### src/rtl/pipe_stage_skid.sv
// Parametrised pipeline stage register with valid/ready handshake and a 2-entry skid buffer.
// in_ready and all status outputs decode registered state only, so upstream never sees out_ready combinationally.
module pipe_stage_skid #(
    parameter int unsigned       DATA_W     = 64,
    parameter logic [DATA_W-1:0] RESET_VAL  = '0,
    parameter logic [DATA_W-1:0] BUBBLE_VAL = '0
) (
    input  logic              clk,
    input  logic              reset,
    input  logic              flush,
    input  logic              in_valid,
    input  logic [DATA_W-1:0] in_data,
    output logic              in_ready,
    output logic              out_valid,
    output logic [DATA_W-1:0] out_data,
    input  logic              out_ready,
    output logic [1:0]        occupancy
);

    typedef enum logic [1:0] {
        S_EMPTY = 2'd0,
        S_ONE   = 2'd1,
        S_FULL  = 2'd2
    } state_t;

    state_t            state_q, state_d;
    logic [DATA_W-1:0] main_q, main_d;
    logic [DATA_W-1:0] skid_q, skid_d;

    always_comb begin
        state_d = state_q;
        main_d  = main_q;
        skid_d  = skid_q;
        if (flush) begin
            // skid keeps stale contents; it is unreachable until refilled from FULL entry
            state_d = S_EMPTY;
            main_d  = BUBBLE_VAL;
        end else begin
            unique case (state_q)
                S_EMPTY: begin
                    if (in_valid) begin
                        main_d  = in_data;
                        state_d = S_ONE;
                    end
                end
                S_ONE: begin
                    if (in_valid && out_ready) begin
                        main_d = in_data;
                    end else if (in_valid) begin
                        skid_d  = in_data;
                        state_d = S_FULL;
                    end else if (out_ready) begin
                        state_d = S_EMPTY;
                    end
                end
                S_FULL: begin
                    if (out_ready) begin
                        main_d  = skid_q;
                        state_d = S_ONE;
                    end
                end
                default: begin
                    state_d = S_EMPTY;
                end
            endcase
        end
    end

    always_ff @(posedge clk) begin
        if (!reset) begin
            state_q <= S_EMPTY;
            main_q  <= RESET_VAL;
            skid_q  <= RESET_VAL;
        end else begin
            state_q <= state_d;
            main_q  <= main_d;
            skid_q  <= skid_d;
        end
    end

    assign out_valid = (state_q != S_EMPTY);
    assign in_ready  = (state_q != S_FULL);
    assign out_data  = main_q;
    assign occupancy = {state_q == S_FULL, state_q == S_ONE};

endmodule

### config.mk
export PLATFORM = sky130hd
export DESIGN_NAME = pipe_stage_skid
export DESIGN_NICKNAME = d
export VERILOG_FILES = /design/src/rtl/pipe_stage_skid.sv
export SDC_FILE = /design/constraint.sdc
export NUM_CORES = 1
export LEC_CHECK = 0
export BUFFER_PORTS_ARGS = -buffer_cell sky130_fd_sc_hd__buf_2
export CAP_MARGIN = 40
export CORE_UTILIZATION = 49
export DETAILED_ROUTE_END_ITERATION = 8
export GPL_TIMING_DRIVEN = 0
export HOLD_SLACK_MARGIN = 0.05
export PLACE_DENSITY = 0.85
export REMOVE_ABC_BUFFERS = 1
export SLEW_MARGIN = 20
export SYNTH_ARGS = -nofsm -noshare
export SYNTH_HDL_FRONTEND = slang
export SYNTH_SLANG_ARGS = --single-unit
### constraint.sdc
create_clock -name clk -period 1.3 [get_ports clk]
set_input_delay 0.325 -clock clk [delete_from_list [all_inputs] [get_ports clk]]
set_output_delay 0.325 -clock clk [all_outputs]
set_load 0.005 [all_outputs]
==> metrics.md <==
| Metric | Value |
|---|---|
| Antenna diode count | `0` |
| Number of H-tree levels | `4` |
| Reg2reg start | `state_q[0]` |
| CTS tree | `done` |
| Post-synth top area cell | `dfxtp_1` |
| Yosys top cell area share | `0.430` |
| Core box area | `12000 um2` |
| Sw power | `2.75 mW` |
| Final period util | `1.23` |
| Internal power | `7.70 mW` |
| Root buf cell | `clkbuf_16` |
| Flop2flop setup slack | `-0.30 ns` |
| Final nets | `842` |
| Tightest Pin Transition | `0.942 ns` |
| Placed instance area | `6810 um2` |
| Unique masters post-synth | `28` |
| Worst path cell trace | `and3b_4 > buf_12 > buf_12 > a211oi_1 > a211oi_4` |
| Crit Path Max Fanout | `6` |
| Failing checks | `setup timing` |
| Post-synthesis area per instance | `9.91 um2` |
| Top achievable clock speed | `625 MHz` |
| Vias in the first global route | `6600` |
| Seq cells post-synth | `130` |
| Drt via density | `6.91` |
| Largest net degree at the start of global routing | `54` |
| DRC | `0` |
| RSZ-0062 raised after global routing | `true` |
| Final wirelength | `26.2 mm` |
| Crit-path most repeated cell | `buf_12` |
| # rows | `40` |
| P per Cell Area | `1100 nW/um2` |
| Hold Fails Final Rpt | `0` |
| Placer Congestion | `0.713` |
| Worst min-delay path class | `in -> reg` |
| Worst VDD drop | `0.778 mV` |
| Mux share of post-synthesis cell area | `0.106` |
| Area added between synthesis and finish | `56.3%` |
| Post-DP HPWL | `10.1 mm` |
| Initial Util | `0.504` |
| Synth Area in Adders | `0` |
| IO Pins | `137` |
| Synth Instances | `611` |
| Clk_skew | `0.00618 ns` |
| Crit. End Element | `register` |
| Synth warn | `0` |
| Worst R2R Path Depth | `5` |
| CP max stage delay | `0.48 ns` |
| Hold-critical path endpoint | `skid_q[46]` |
| Setup WS post-layout | `-0.301 ns` |
| Largest family of logic cells by synthesized area | `compound AO/OA/AOI/OAI gates` |
| Crit path kind | `reg -> reg` |
| First-pass GRT wire length | `37.5 mm` |
| Total power | `10.5 mW` |
| Pre-antenna DRT Iters | `7` |
| Crit path arrival time | `1.88 ns` |
| Clock power share | `0.440` |
| Die Span Y | `113 um` |
| Reg power frac | `0.401` |
| Rel. slew slack | `0.371` |
| Final core occ | `0.788` |
| Final Critical Period | `1.60 ns` |
| Compound-cell area share of the yosys netlist | `0.324` |
| Sw Ratio | `0.263` |
| CP Data Required Time | `1.57 ns` |
| Clock latency on the worst-skew pair | `0.42 ns` |
| Combinational fraction of design power | `0.158` |
| Global Route Usage Sum | `0.392` |
| Layout cells sized above 1 | `0.595` |
| CTS Buf Count | `17` |
| XOR/XNOR Fraction of Synth Area | `0` |
| Most frequent cell after synthesis | `dfxtp_1` |
| Leak Pwr | `3.85 nW` |
| Die width | `113 um` |
| DR WL/cell | `28.1 um` |
| Design area | `9460 um2` |
| Final setup viols | `133` |
| HP Start | `in_data[46]` |
| R2R Path End | `out_data[9]` |
| Post-synthesis simple-gate area fraction | `0.0684` |
| Clk slew on worst S/H paths | `0.06 ns` |
| Clk buf depth | `2` |
| Number of synthesized flops with an enable pin | `0` |
| DIE AREA | `12800 um2` |
| Port Buffers | `136` |
| DR vias | `6440` |
| Most frequent cells after synthesis | `dfxtp_1 (130), a211oi_1 (96), mux2i_1 (64), nand3_1 (64), o21ai_0 (64)` |
| Slew Limit Fails | `0` |
| Crit start category | `register` |
| Synth Flop Type | `dfxtp_1` |
| Synth top area cells | `dfxtp_1 (43%), a211oi_1 (12%), mux2i_1 (11%)` |
| Initial antenna violation count | `0` |
| Hold depth | `3` |
| # Max-Cap Violations | `0` |
| CP max stage cell | `a211oi_1` |
| Ys async rst share | `0` |
| Part of the Yosys area used for sequential elements | `0.430` |
| 1st-iter DRT viols | `668` |
| Status | `complete, but fails checks` |
| Mapped cell area | `6050 um2` |
| Antenna-violating nets left | `0` |
| Clk sinks | `130` |
| Grt ovf | `0` |
-- state kept, by name, summed over array words and instances, names as in the netlist --
| register | cells |
|---|---|
| out_data | 64 |
| skid_q | 64 |
| state_q | 2 |
-- per-layer routing --
| layer | vias to the layer above | wire length, um | GRT usage |
|---|---|---|---|
| met5 | - | 0 | 0 |
| met4 | 0 | 1720 | 0.275 |
| met3 | 161 | 2740 | 0.107 |
| met2 | 488 | 12500 | 0.645 |
| met1 | 3123 | 9230 | 0.442 |
| li1 | 2668 | - | - |
-- power by group through the flow --
stage	Clock [mW]	Combinational, mW	Sequential [mW]
floorplan	0	0.522	4.25
global placement	0	0.906	4.24
detailed placement	0	1.01	4.25
CTS	4.56	1.51	4.17
global route	4.78	1.71	4.20
finish	4.60	1.65	4.19
-- metrics by stage --
stage / hold WS (ns) / setup TNS, ns / worst slack, ns / std cells
after floorplan: 0.398 / -253.88 / -3.21 / 534
after global placement: 0.458 / -451.54 / -5.35 / 817
after detailed placement: 0.466 / -82.05 / -1.05 / 830
after CTS: 0.162 / -16.38 / -0.267 / 927
after global routing: 0.167 / -24.24 / -0.333 / 932
final: 0.171 / -20.32 / -0.301 / 932
-- how the worst max path moves through the flow --
| stage | slack [ns] | cells after the start | end | start |
|---|---|---|---|---|
| final | -0.30 | 5 | out_data[9] | state_q[0] |
| after floorplan | -3.21 | 3 | out_data[10] | state_q[1] |
| after detailed placement | -1.05 | 5 | out_data[11] | state_q[1] |
| after global routing | -0.33 | 5 | out_data[9] | state_q[1] |
| after CTS | -0.27 | 3 | out_valid | state_q[0] |
| after global placement | -5.35 | 4 | out_data[34] | in_valid |
-- logic make-up (layout without fill, tap and decap cells) --
group | count (synthesis) | after routing
muxes | 64 | 64
and+or+nand+nor | 78 | 88
AOI/OAI and AO/OA | 261 | 263
buffers and inverters | 78 | 240
DFF | 130 | 130
-- cell type report --
| cell class | instances | area [um2] |
|---|---|---|
| Multi-Input combinational cell | 415 | 4150 |
| Sequential cell | 130 | 2610 |
| Fill cell | 670 | 2550 |
| Timing Repair Buffer | 208 | 1950 |
| Clock buffer | 26 | 509 |
| Tap cell | 147 | 184 |
| Clock inverter | 5 | 50.0 |
| Inverter | 1 | 3.75 |
-- critical path: cells and delay by family (launching register included) --
family | cells | cell delay, ns
AO/OA/AOI/OAI | 2 | 0.57
flip-flops | 1 | 0.38
buffers and inverters | 2 | 0.27
AND/OR/NAND/NOR | 1 | 0.23
-- cells in the final DEF, fill, tap and decap left out, drive strengths merged, types with 2 or more instances in the layout --
cell type and n:
dfxtp 130, and3b 4, nand3 64, clkinv 4, nor2b 2, clkbuf 32
a21boi 64, o21ai 64, a21o 4, buf 201, nand2b 9, or2 3
mux2i 64, nor2 2, a211oi 129
-- repair_timing --
item | 4_1_cts | 5_1_grt
setup buffers | 40 | 9
cloned | 28 | 4
gates resized for setup | 253 | 84
setup endpoints to repair | 134 | 134
hold buffers | 0 | 0
pin swaps | 142 | 34
No activity file was read; power rests on OpenSTA's default activity.
